**src/rtl/dadda_cs_accumulator_if.sv**
```systemverilog
// Handshake bundle between the dadda carry-save output, the MAC stage and its result consumer.
// master drives products and takes results; slave is the accumulator itself.
interface dadda_cs_accumulator_if #(
  parameter int IN_W  = 8,
  parameter int ACC_W = 20
);
  logic             in_valid;
  logic             in_ready;
  logic [IN_W-1:0]  z0;
  logic [IN_W-1:0]  z1;
  logic             in_first;
  logic             in_last;
  logic             out_valid;
  logic             out_ready;
  logic [ACC_W-1:0] out_acc;
  logic             out_ovf;

  modport master (
    output in_valid, z0, z1, in_first, in_last, out_ready,
    input  in_ready, out_valid, out_acc, out_ovf
  );

  modport slave (
    input  in_valid, z0, z1, in_first, in_last, out_ready,
    output in_ready, out_valid, out_acc, out_ovf
  );
endinterface

```
**src/rtl/dadda_cs_accumulator.sv**
```systemverilog
// Resolves a carry-save product pair and accumulates it; result 2 edges after the input is presented.
// Input stalls only when a finished result is waiting in stage 1 behind an unaccepted output.
module dadda_cs_accumulator #(
  parameter int              IN_W  = 8,
  parameter int              ACC_W = 20,
  parameter logic [IN_W-1:0] CORR  = IN_W'(8'h08),
  parameter bit              SAT   = 1'b0
) (
  input logic                   clk,
  input logic                   rst_n,
  dadda_cs_accumulator_if.slave bus
);

  logic             stall;
  logic             advance;
  logic             p1_valid;
  logic             p1_first;
  logic             p1_last;
  logic [IN_W-1:0]  p1_prod;
  logic [ACC_W-1:0] acc;
  logic             ovf_sticky;
  logic [ACC_W-1:0] base;
  logic [ACC_W:0]   sum;
  logic             ov;
  logic [ACC_W-1:0] acc_next;
  logic             ovf_next;
  logic             out_valid;
  logic [ACC_W-1:0] out_acc;
  logic             out_ovf;

  assign stall         = out_valid & ~bus.out_ready & p1_valid & p1_last;
  assign advance       = p1_valid & ~stall;
  assign bus.in_ready  = ~stall;
  assign bus.out_valid = out_valid;
  assign bus.out_acc   = out_acc;
  assign bus.out_ovf   = out_ovf;

  // One extra bit of headroom makes signed overflow a simple top-two-bits compare.
  always_comb begin
    base     = p1_first ? '0 : acc;
    sum      = {base[ACC_W-1], base}
             + {{(ACC_W + 1 - IN_W){p1_prod[IN_W-1]}}, p1_prod};
    ov       = sum[ACC_W] ^ sum[ACC_W-1];
    acc_next = sum[ACC_W-1:0];
    if (SAT && ov) begin
      acc_next = sum[ACC_W] ? {1'b1, {(ACC_W - 1){1'b0}}}
                            : {1'b0, {(ACC_W - 1){1'b1}}};
    end
    ovf_next = (p1_first ? 1'b0 : ovf_sticky) | ov;
  end

  always_ff @(posedge clk or negedge rst_n) begin
    if (!rst_n) begin
      p1_valid <= 1'b0;
      p1_first <= 1'b0;
      p1_last  <= 1'b0;
      p1_prod  <= '0;
    end else if (!stall) begin
      p1_valid <= bus.in_valid;
      if (bus.in_valid) begin
        p1_prod  <= bus.z0 + bus.z1 + CORR;
        p1_first <= bus.in_first;
        p1_last  <= bus.in_last;
      end
    end
  end

  // A result loading in the same cycle the consumer takes the old one keeps out_valid high.
  always_ff @(posedge clk or negedge rst_n) begin
    if (!rst_n) begin
      acc        <= '0;
      ovf_sticky <= 1'b0;
      out_valid  <= 1'b0;
      out_acc    <= '0;
      out_ovf    <= 1'b0;
    end else if (advance && p1_last) begin
      out_acc    <= acc_next;
      out_ovf    <= ovf_next;
      out_valid  <= 1'b1;
      acc        <= '0;
      ovf_sticky <= 1'b0;
    end else begin
      if (advance) begin
        acc        <= acc_next;
        ovf_sticky <= ovf_next;
      end
      if (bus.out_ready) begin
        out_valid <= 1'b0;
      end
    end
  end

endmodule

```
**src/flat_wrapper.sv**
```systemverilog
// flat-port wrapper written by rule: the top's interface ports become plain ports
module dadda_cs_accumulator_flat 
#(
  parameter int              IN_W  = 8,
  parameter int              ACC_W = 20,
  parameter logic [IN_W-1:0] CORR  = IN_W'(8'h08),
  parameter bit              SAT   = 1'b0
)
  (clk, rst_n, bus_in_valid, bus_z0, bus_z1, bus_in_first, bus_in_last, bus_out_ready, bus_in_ready, bus_out_valid, bus_out_acc, bus_out_ovf);
  dadda_cs_accumulator_if #(.IN_W(IN_W), .ACC_W(ACC_W)) bus_i ();
  input logic clk;
  input logic rst_n;
  input wire logic [$bits(bus_i.in_valid)-1:0] bus_in_valid;
  input wire logic [$bits(bus_i.z0)-1:0] bus_z0;
  input wire logic [$bits(bus_i.z1)-1:0] bus_z1;
  input wire logic [$bits(bus_i.in_first)-1:0] bus_in_first;
  input wire logic [$bits(bus_i.in_last)-1:0] bus_in_last;
  input wire logic [$bits(bus_i.out_ready)-1:0] bus_out_ready;
  output wire logic [$bits(bus_i.in_ready)-1:0] bus_in_ready;
  output wire logic [$bits(bus_i.out_valid)-1:0] bus_out_valid;
  output wire logic [$bits(bus_i.out_acc)-1:0] bus_out_acc;
  output wire logic [$bits(bus_i.out_ovf)-1:0] bus_out_ovf;
  assign bus_i.in_valid = bus_in_valid;
  assign bus_i.z0 = bus_z0;
  assign bus_i.z1 = bus_z1;
  assign bus_i.in_first = bus_in_first;
  assign bus_i.in_last = bus_in_last;
  assign bus_i.out_ready = bus_out_ready;
  assign bus_in_ready = bus_i.in_ready;
  assign bus_out_valid = bus_i.out_valid;
  assign bus_out_acc = bus_i.out_acc;
  assign bus_out_ovf = bus_i.out_ovf;
  dadda_cs_accumulator #(.IN_W(IN_W), .ACC_W(ACC_W), .CORR(CORR), .SAT(SAT)) u_core (.clk(clk), .rst_n(rst_n), .bus(bus_i));
endmodule
```
**config.mk**
```make
export PLATFORM = sky130hd
export DESIGN_NAME = dadda_cs_accumulator_flat
export DESIGN_NICKNAME = d
export VERILOG_FILES = /design/src/rtl/dadda_cs_accumulator_if.sv /design/src/rtl/dadda_cs_accumulator.sv /design/src/flat_wrapper.sv
export SDC_FILE = /design/constraint.sdc
export NUM_CORES = 1
export LEC_CHECK = 0
export CAP_MARGIN = 40
export CORE_ASPECT_RATIO = 1.5
export CORE_UTILIZATION = 50
export DETAILED_ROUTE_END_ITERATION = 6
export PLACE_DENSITY = 0.76
export SLEW_MARGIN = 20
export SYNTH_ARGS = -nofsm -noshare
export SYNTH_HDL_FRONTEND = slang
export SYNTH_SLANG_ARGS = --single-unit
```
**constraint.sdc**
```tcl
create_clock -name clk -period 3 [get_ports clk]
set_clock_uncertainty 0.15 [all_clocks]
set_input_delay 0.45 -clock clk [delete_from_list [all_inputs] [get_ports clk]]
set_output_delay 0.45 -clock clk [all_outputs]
set_load 0.1 [all_outputs]
```
---- Yosys cells after proc, flatten, opt, wreduce, memory -nomap -nowiden ----
Index checks and enable logic that the tools add are counted.
operators by class
  muxes and demuxes ....................... 8
  reductions and logical operators ........ 4
  bitwise gates (word level) .............. 8
  add/sub/neg operators ................... 3
operators with widths
  operator                                                       count
  20-bit 2-to-1 mux                                              3
  20-bit by 8-bit adder with 21-bit output                       1
  8-bit by 4-bit adder with 8-bit output, second input constant  1
  8-bit adder                                                    1
  1-bit 2-to-1 mux                                               5
  1-bit AND                                                      4
  2-bit nonzero test                                             2
  1-bit inverter                                                 2
  2-bit AND reduction                                            1
  1-bit logical AND                                              1
  1-bit bitwise OR                                               1
  1-bit bitwise XOR                                              1
word-level totals
  input bits .............................. 22
  output and inout port bits .............. 23
  logic and storage cells ................. 32
  register bits ........................... 54

---- Longest topological paths before layout ----
Gate-level depths: netlist (run 1).
  depth in word-level cells ............... 8
  depth in mapped cells ................... 11
  depth with buffers taken out ............ 10

---- Worst setup path after synthesis (run 1) ----
No wires, ideal clock.
  path type ............................... register to register
  start ................................... register u_core.out_valid (netlist: u_core.bus.out_valid)
  end ..................................... register u_core.acc[11]
  data required time ...................... 2729 ps
  clock period less this slack ............ 3199 ps
  path slack .............................. -199 ps
  stages on the path, launching flop included .. 7
  buffers on the path ..................... 1
  setup time .............................. 121 ps
  arrival ................................. 2928 ps
  cells stage by stage .................... dfrtp_1 -> nor2b_1 -> nand3_1 -> nand2_1 -> nor2_1 -> clkbuf_1 -> a22o_1
on the way
  cells in the longest elaborated chain, start to end .. 7
  elaborated cells on any way between the ends .. 8
  those cells by class .................... mux (1); bitwise (5); reduce/logical (2)
ends and longest elaborated chain
  element                                                  line                        text
  start, declared                                          dadda_cs_accumulator.sv:27  logic out_valid;
  start signal, assigned                                   dadda_cs_accumulator.sv:73  out_valid <= 1'b0;
  start signal, assigned                                   dadda_cs_accumulator.sv:79  out_valid <= 1'b1;
  start signal, assigned                                   dadda_cs_accumulator.sv:88  out_valid <= 1'b0;
  1-bit AND (*) (3 in a row)                               dadda_cs_accumulator.sv:31  assign stall = out_valid & ~bus.out_ready & p1_valid & p1_last;
  1-bit inverter (no line) (*)                             -
  via bus_in_ready                                         flat_wrapper.sv:19          output wire logic [$bits(bus_i.in_ready)-1:0] bus_in_ready;
  1-bit AND (*)                                            dadda_cs_accumulator.sv:32  assign advance = p1_valid & ~stall;
  1-bit logical AND                                        dadda_cs_accumulator.sv:76  end else if (advance && p1_last) begin
  20-bit 2-to-1 mux or 2-bit nonzero test (tied branches)  -
  end signal, assigned                                     dadda_cs_accumulator.sv:84  acc <= acc_next;
  end, declared                                            dadda_cs_accumulator.sv:20  logic [ACC_W-1:0] acc;
The timed path passes the listed nets; every way through them passes the cells marked *.
A chain may end at the register's enable or synchronous reset.

---- Worst setup path after layout (run 1) ----
  start ................................... register u_core.acc[0]
  end ..................................... register u_core.out_acc[18] (netlist: u_core.bus.out_acc[18])
on the way
  cells in the longest elaborated chain, start to end .. 2
ends and longest elaborated chain
  element                                   line                        text
  20-bit 2-to-1 mux                         dadda_cs_accumulator.sv:40  base = p1_first ? '0 : acc;
  20-bit by 8-bit adder with 21-bit output  dadda_cs_accumulator.sv:42  + {{(ACC_W + 1 - IN_W){p1_prod[IN_W-1]}}, p1_prod};
  end signal, assigned                      dadda_cs_accumulator.sv:77  out_acc <= acc_next;
  end, declared                             dadda_cs_accumulator.sv:28  logic [ACC_W-1:0] out_acc;
Every way passes these cells.

==> impl_metrics.toml, run 1 <==
[critical_path]
critical_path.max_stage_delay_ns = 0.42
setup_slack_of_the_worst_register_to_register_path_ns = 0.14
r2r_start = "u_core.acc[0]"
critical_path.endpoint_type = "register"
worst-path-max-fanout = 4
critical_path.startpoint_type = "register"
worst-endpoint-arrival_ns = 2.92
critical-path-slowest-cell = "fa_1"
ff2ff_path_depth = 10
cells_along_the_critical_path = "nor2b_1, ha_1, fa_1, a21o_1, a221oi_2, o211a_4, nor4_1, nor2_1, xnor2_1, mux2_2"
worst-setup-path-type = "register to register"
timing.rr.end = "u_core.bus.out_acc[18]"
required_time_of_the_critical_path_ns = 3.06

[sta]
layout_worst_path_cycle_share_pct = 95.4
period_minus_slack_ns = 2.86
totalNegativeSetupSlack_ns = 0
actual_slew_at_the_worst_max_slew_pin_ns = 0.650
hold_viol = 0
maxSlewHeadroom_pct = 56.7
unrepaired_setup_endpoints_after_global_routing = "false"
setup_viol = 0
achievable-frequency_mhz = 350
timing_max_transition_violations_final = 0

[pwr]
switching_power_w = 0.00232
vdd_drop_max_uv = 646
share_clk_of_total_power_pct = 11.5
seq_power_share_pct = 26.6
powerDensity_nw_per_um2 = 1110
power.share.combinational_pct = 61.9
p_leak_nw = 1.92
power.share.switching_pct = 52.1
design_power_total_w = 0.00445
cellInternalPower_w = 0.00213

[synth]
synth_cell_types = 41
synthesis.nets = 398
synth-edff-count = 0
yosys_most_used_dff = "dfrtp_1"
postSynthRegisterBits = 54
ys_async_sr_fraction_pct = 100
synth_area_per_cell_um2 = 9.96
area_of_the_mapped_netlist_um2 = 3400
netlist_instances = 341
ys_seq_area_share_pct = 39.8
synthesis.yosys.warnings = 0

[floorplanning]
die_y_um = 103
io-pin-count = 45
design.core.area_um2 = 6530
die_width_um = 69.3
die_area_um2 = 7130
floorplan.rows = 36
floorplan.initialDensity_pct = 52.0

[detailed_routing]
detail_route.drc_violations = 0
antenna_violating_nets_remaining = 0
initialDrtViolationCount = 104
vias_per_cell = 5.65
drtPass1Iterations = 4
postRouteWirelength_um = 7580
routed-via-count = 2652
final_routed_wire_length_divided_by_cell_count_um = 16.2

[placement]
place_hpwl_um = 5730
gp_congestion = 0.907
count_of_buffers_from_port_buffering = 44

[clock_tree]
clock_transition_at_the_registers_of_the_reported_paths_ns = 0.11
clock_sinks = 54
cts-htree-levels = 2
numCtsBuffers = 5
clk_latency_ns = 0.31
cts_tree = "done"
cts.hold.buffers_added = 0
cts-root-buf = "clkbuf_8"
max-clock-path-buffers = 2
cts.repair_timing.setup_buffer_count = 0
cts_resized = 0

[final_layout]
layout_commonest_cell = "dfrtp_1"
num-fill-cells = 548
net_total_in_the_final_layout = 449
final_layout_size_suffix_gt1_share_pct = 17.6
layout.cells.most_common_list = "dfrtp_1 (54), nand2_1 (52), ha_1 (33), buf_4 (33), nor2b_1 (22)"
diodes = 0
area_delta_synth_final_pct = 18.5

[global_routing]
grt_overflow = 0
antenna_violations_before_repair = 0
grt_max_degree = 29
grt_pass1_vias = 2665
grt_use_total_pct = 21.8
grt_pass1_wl_um = 12100

[run]
drv_cap = 0

[status]
status = "complete, no violations"

[worst_hold_path]
worstHoldPathType = "input port to async pin"
-- per-stage QoR --
step	area (um^2)	hold slack (ns)	cells	worst slack [ns]	utilization, %
3_5_place_dp	3910	0.318	461	0.0270	59.8
3_3_place_gp	3910	0.313	461	0.0952	59.8
2_1_floorplan	3400	0.00441	341	0.101	-
6_report	4030	0.00374	469	0.139	61.6
4_1_cts	4030	0.0113	469	0.151	61.6
5_1_grt	4030	0.0549	469	0.0107	61.6
-- per-layer routing --
metal	vias up	part of all wire, %	track usage (%)	routed length, um
met5	-	0	0	0
met4	0	3.0	9.73	229
met3	18	2.7	2.64	201
met2	73	55	43.1	4200
met1	1259	39	23.0	2940
li1	1302	-	-	-
-- kinds of logic after synthesis --
| kind of cell | after synthesis | share of synthesized area, % |
|---|---|---|
| DFF | 54 | 39.8 |
| buffers and inverters | 20 | 2.76 |
| and+or+nand+nor | 108 | 14.8 |
| muxes | 15 | 5.08 |
| adders and majority gates | 35 | 13.3 |
| xor gates and xnor gates | 26 | 6.71 |
| AOI/OAI and AO/OA | 83 | 17.5 |
-- sequential cells by signal, summed over array words and instances, names as in the netlist --
| register | cells |
|---|---|
| u_core.p1_last | 1 |
| u_core.p1_first | 1 |
| u_core.acc | 20 |
| u_core.bus.out_ovf | 1 |
| u_core.p1_valid | 1 |
| u_core.ovf_sticky | 1 |
| u_core.bus.out_acc | 20 |
| u_core.bus.out_valid | 1 |
| u_core.p1_prod | 8 |
-- power groups by stage --
stage,registers (W),clock network (W),logic (W)
detailed placement,0.00120,0,0.00276
CTS,0.00119,0.000530,0.00277
floorplan,0.00217,0,0.00117
global placement,0.00119,0,0.00273
finish,0.00118,0.000512,0.00276
global route,0.00122,0.000551,0.00293
-- worst max-delay path by stage --
stage                     from                     end  slack (ns)  depth (start not counted)
6_report         u_core.acc[0]  u_core.bus.out_acc[18]        0.14                         10
5_1_grt        u_core.p1_first      u_core.bus.out_ovf        0.01                         10
4_1_cts          u_core.acc[0]  u_core.bus.out_acc[18]        0.15                         10
3_5_place_dp         bus_z1[1]       u_core.p1_prod[7]        0.03                         10
3_3_place_gp         bus_z1[1]       u_core.p1_prod[7]         0.1                         10
2_1_floorplan  u_core.p1_first  u_core.bus.out_acc[16]        0.10                         11
-- critical path, delay by kind of cell (launching register included) --
| family | cells | cell delay [ns] |
|---|---|---|
| AOI/OAI and AO/OA | 3 | 0.83 |
| adders and majority gates | 2 | 0.63 |
| DFF | 1 | 0.39 |
| and+or+nand+nor | 3 | 0.39 |
| muxes | 1 | 0.27 |
| xor gates and xnor gates | 1 | 0.12 |
-- layout make-up --
class                           count  area (um^2)  share of cell area (%)
Sequential cell                    54         1350                    33.6
Tap cell                           76         95.1                    2.36
Timing Repair Buffer               55          473                    11.8
Clock buffer                        5         68.8                    1.71
Multi-Input combinational cell    267         1960                    48.6
Clock inverter                      3         47.5                    1.18
Inverter                            9         33.8                   0.839
-- synthesized netlist by cell type (2+ instances only) --
master / instances / area [um^2]
a31oi_1: 4 / 25.0
xnor2_1: 19 / 166
a21oi_2: 2 / 17.5
dfrtp_1: 54 / 1350
o21bai_1: 5 / 37.5
ha_1: 33 / 413
nor2b_1: 22 / 138
a21oi_1: 21 / 105
a21o_1: 6 / 45.0
a22o_1: 16 / 140
inv_1: 9 / 33.8
xor2_1: 7 / 61.3
o211ai_1: 2 / 15.0
o21ai_1: 4 / 20.0
mux2_2: 14 / 158
nand4_1: 2 / 12.5
nand2b_1: 4 / 25.0
o21ai_0: 12 / 60.1
clkbuf_1: 7 / 26.3
nand3_1: 5 / 25.0
fa_1: 2 / 40.0
nor2_1: 18 / 67.6
a32o_1: 3 / 30.0
nor3_2: 2 / 20.0
nand2_1: 52 / 195
Power figures use the tool's default switching activity.
==> run 2, diff against run 1 <==
SKIP_LAST_GASP = 1   (was default)
==> results of run 2 <==
The final DEF is identical to that of run 1; final timing and power are the same.
==> RTL change 1, RTL diff (config.mk and constraints of run 1) <==
`ACC_W` is set to 20 in 3 places; all go to 10.
--- a/src/rtl/dadda_cs_accumulator_if.sv
+++ b/src/rtl/dadda_cs_accumulator_if.sv
@@ -2,7 +2,7 @@
 // master drives products and takes results; slave is the accumulator itself.
 interface dadda_cs_accumulator_if #(
   parameter int IN_W  = 8,
-  parameter int ACC_W = 20
+  parameter int ACC_W = 10
 );
   logic             in_valid;
   logic             in_ready;
--- a/src/rtl/dadda_cs_accumulator.sv
+++ b/src/rtl/dadda_cs_accumulator.sv
@@ -2,7 +2,7 @@
 // Input stalls only when a finished result is waiting in stage 1 behind an unaccepted output.
 module dadda_cs_accumulator #(
   parameter int              IN_W  = 8,
-  parameter int              ACC_W = 20,
+  parameter int              ACC_W = 10,
   parameter logic [IN_W-1:0] CORR  = IN_W'(8'h08),
   parameter bit              SAT   = 1'b0
 ) (
--- a/src/flat_wrapper.sv
+++ b/src/flat_wrapper.sv
@@ -2,7 +2,7 @@
 module dadda_cs_accumulator_flat 
 #(
   parameter int              IN_W  = 8,
-  parameter int              ACC_W = 20,
+  parameter int              ACC_W = 10,
   parameter logic [IN_W-1:0] CORR  = IN_W'(8'h08),
   parameter bit              SAT   = 1'b0
 )
Interface: changed (resized bus_out_acc); port bits go from 45 to 35. No check against the original RTL was run, so the function may have changed too.
==> RTL change 1 against run 1 <==
Sequential share of layout area barely moved; synthesized area fell by 38%; first-iteration DRC count fell by 73%; wire length fell by 46%; count of clock-buffer cells in the layout rose by 3; power fell by 46%; sequential cell count fell by 20; die area fell by 37%; design area fell by 37%; setup slack improved by 0.19 ns; largest power group unchanged.
==> RTL change 1: results <==
cts:
  clock_path_buffers: 2
  post_cts_buffers: 0
  cts_buffers: 5
  cts_resized: 0
  clock_latency_ns: 0.28
  cts-htree-levels: 2
  clkSlewWorstSetupHoldPaths_ns: 0.07
  cts_root_buf: "clkbuf_8"
yosys:
  synth.distinct_cells: 42
  synth_fa_ha_area_share_pct: 15.5
  synth_area_leaders: "dfrtp_1, ha_1, nand2_1"
  synthMuxAreaShare_pct: 3.90
  synthesis.nets: 253
  synthXorXnorAreaFrac_pct: 5.79
  synth_compound_area_share_pct: 17.3
  synth-async-reset-ratio_pct: 100
  seq_area_frac_synth_pct: 40.2
  synth_common_cells: "dfrtp_1, nand2_1, ha_1"
  synth_flop_cell: "dfrtp_1"
  synth_area_per_cell_sq_um: 10.3
  yosys_warnings: 0
route:
  drt_first_pass_iters: 4
  wl_mm: 4.12
  wl_met1_mm: 1.65
  top_layer: "met4"
  met3_length_um: 145
  wl_per_cell_um: 14.3
  drt_iter0_markers: 28
  ant_nets: 0
  met2RoutedLength_mm: 2.22
  vias: 1608
setup_path:
  cp_max_fo: 13
  reg2reg_depth: 7
  critPathMaxStageDelay_ns: 0.61
  crit_family: "compound AO/OA/AOI/OAI gates"
  cpMaxStageDelayCell: "dfrtp_1"
cells_and_area:
  reg_top3: "u_core.acc: 10 flops, u_core.bus.out_acc: 10 flops, u_core.p1_prod: 8 flops"
  fin_nets: 290
  fillers: 368
  drive_gt1_share_pct: 13.9
  num_antenna_cells: 0
global_routing:
  grtUsageMet2_pct: 39.3
  grt_use_met1_pct: 24.3
  grt_max_degree: 35
  antenna_found_initial: 0
  grt_pass1_wl_mm: 7.10
  grt_use_total_pct: 22.3
  met3_usage_pct: 5.19
place:
  detailedPlacementHpwl_mm: 3.26
  dpl.cell_count: 281
  gp_congestion: 0.894
  io_buffers: 34
  preCtsSetupSlack_ns: 0.141
power:
  p_leak_uw: 0.00120
  ir_worst_vdd_mv: 0.879
  p_int_uw: 1240
status:
  status: "finished, final reports clean"
hold_path:
  min_path_type: "register to register"
  whs_path_depth: 2
timing:
  slew_headroom_pct: 65.6
## RTL change 1: cell types whose count changed after synthesis, sizes merged, moves of 4 or more
cell           run 1  this run
a22o              16         4
xnor2             19        11
clkbuf             8         4
nor2              18         4
nand2             52        30
nor2b             22        10
mux2              15         7
xor2               7         3
a31oi              5         1
ha                33        23
dfrtp             54        34
a21oi             23        10
## RTL change 1: final timing paths
kind,slack (ns),end,from
worst min-delay path,0.33,u_core.bus.out_acc[1],u_core.bus.out_acc[1]
worst max-delay path,0.33,u_core.bus.out_acc[9],u_core.p1_first
max in group asynchronous,1.94,u_core.bus.out_valid,rst_n
worst min register to register,0.33,u_core.bus.out_acc[1],u_core.bus.out_acc[1]
min in group asynchronous,0.42,u_core.bus.out_acc[2],rst_n
worst max register to register,0.33,u_core.bus.out_acc[9],u_core.p1_first
## RTL change 1: cell type report
type,instances,area (sq um),area share [%]
Inverter,7,26.3,1.03
Tap cell,45,56.3,2.21
Multi-Input combinational cell,159,1210,47.4
Timing Repair Buffer,36,323,12.7
Sequential cell,34,855,33.6
Clock buffer,8,80.1,3.14
## RTL change 1: stage by stage
| step | instance area (sq um) | hold slack, ns |
|---|---|---|
| CTS | 2550 | 0.331 |
| global placement | 2470 | 0.306 |
| detailed placement | 2470 | 0.316 |
| finish | 2550 | 0.329 |
| floorplan | 2120 | 0.00441 |
| global route | 2550 | 0.342 |
## RTL change 1: power groups by stage
| stage | sequential [uW] | combinational (uW) | clock (uW) |
|---|---|---|---|
| floorplan | 1240 | 594 | 0 |
| global placement | 731 | 1370 | 0 |
| detailed placement | 740 | 1380 | 0 |
| CTS | 733 | 1390 | 328 |
| global route | 754 | 1480 | 346 |
| finish | 731 | 1370 | 317 |
==> RTL change 2, RTL diff (settings of run 1) <==
Made on the original files. Make the reset (`rst_n`) synchronous in 2 clocked blocks.
--- a/src/rtl/dadda_cs_accumulator.sv
+++ b/src/rtl/dadda_cs_accumulator.sv
@@ -49,7 +49,7 @@
     ovf_next = (p1_first ? 1'b0 : ovf_sticky) | ov;
   end
 
-  always_ff @(posedge clk or negedge rst_n) begin
+  always_ff @(posedge clk) begin
     if (!rst_n) begin
       p1_valid <= 1'b0;
       p1_first <= 1'b0;
@@ -66,7 +66,7 @@
   end
 
   // A result loading in the same cycle the consumer takes the old one keeps out_valid high.
-  always_ff @(posedge clk or negedge rst_n) begin
+  always_ff @(posedge clk) begin
     if (!rst_n) begin
       acc        <= '0;
       ovf_sticky <= 1'b0;
Behaviour: differs if rst_n is asserted again (counterexample within 4 cycles, from zero or initial values and one cycle with rst_n low); with rst_n held inactive, the same outputs for 4 cycles.
==> RTL change 2 against run 1 <==
Wire length grew 8.8%; critical path depth is 1 higher; count of clock-buffer cells in the layout increased by 1; sequential share of layout area fell by 6.9 points; fmax grew 0.39%; sequential cell count unchanged; setup slack better by 0.011 ns; synthesized area shrank 0.77%; first-iteration DRC count is 22% higher; design area grew 0.65%; critical path type unchanged.
Power is not compared: it rests on default switching activity, and its combinational part moved more than twofold at a synthesized area within 25%.
==> RTL change 2: results <==
yosys:
  synth_flop_cell: "dfxtp_1"
  synth.distinct_cells: 50
  netlist_area_sq_um: 3370
  seq_area_frac_synth_pct: 32.1
  synth_area_per_cell_sq_um: 8.04
  synth_area_leaders: "dfxtp_1, ha_1, nand2_1"
  synth-async-reset-ratio_pct: 0
setup_path:
  crit_family: "simple AND/OR/NAND/NOR gates"
  reg2reg_depth: 11
  r2r_end: "u_core.acc[18]"
  regToRegStartpoint: "u_core.acc[0]"
  cpMaxStageDelayCell: "or4b_1"
route:
  drt_iter0_markers: 127
  met2RoutedLength_mm: 4.27
  met3_length_um: 272
  wl_mm: 8.24
  vias_per_cell: 5.75
global_routing:
  grt_pass1_wl_mm: 13.8
  grtUsageMet2_pct: 43.2
  grt_use_met1_pct: 27.3
  grt_pass1_vias: 2985
  met3_usage_pct: 4.30
  grt_use_total_pct: 24.2
place:
  gp_congestion: 0.907
  dpl.cell_count: 537
  placed_area_sq_um: 3920
cells_and_area:
  syn2layout_area_growth_pct: 20.2
  fin_nets: 527
  regArea_sq_um: 1080
  nClkBuffers: 6
  multi_input_area_share_pct: 53.9
  non_clock_inverter_count: 10
  fillers: 605
  buf_share_pct: 13.4
  seq_cell_count: 54
timing:
  holdWs_ns: 0.304
status:
  status: "finished, final reports clean"
power:
  total_power_uw: 1770
==> RTL change 2: cell types whose count changed after synthesis, sizes merged, moves of 16 or more <==
cell and delta:
dfrtp -54, dfxtp +54, a21oi +25, a211oi +17
nand2 +17, a22o -16
==> RTL change 2: cell families (layout without fill, tap and decap cells) <==
family	Yosys count	after routing	share of synthesized area, %
adder cells (fa/ha/maj)	35	35	13.4
flip-flops	54	54	32.1
AND/OR/NAND/NOR	160	160	22.9
XOR/XNOR	21	21	5.46
buffers and inverters	28	80	3.38
AO/OA/AOI/OAI	121	121	22.7
==> RTL change 2: stage by stage <==
step                utilization [%]  setup WS [ns]
floorplan                         -         0.0751
global placement               60.4         0.0863
detailed placement             60.4         0.0552
CTS                            62.1         0.0813
global route                   62.5         0.0106
finish                         62.5          0.150
==> RTL change 2: what timing repair did <==
| action | 4_1_cts | 5_1_grt |
|---|---|---|
| setup endpoints to repair | 0 | 9 |
| resized for setup | 0 | 2 |
| setup buffers | 0 | 2 |
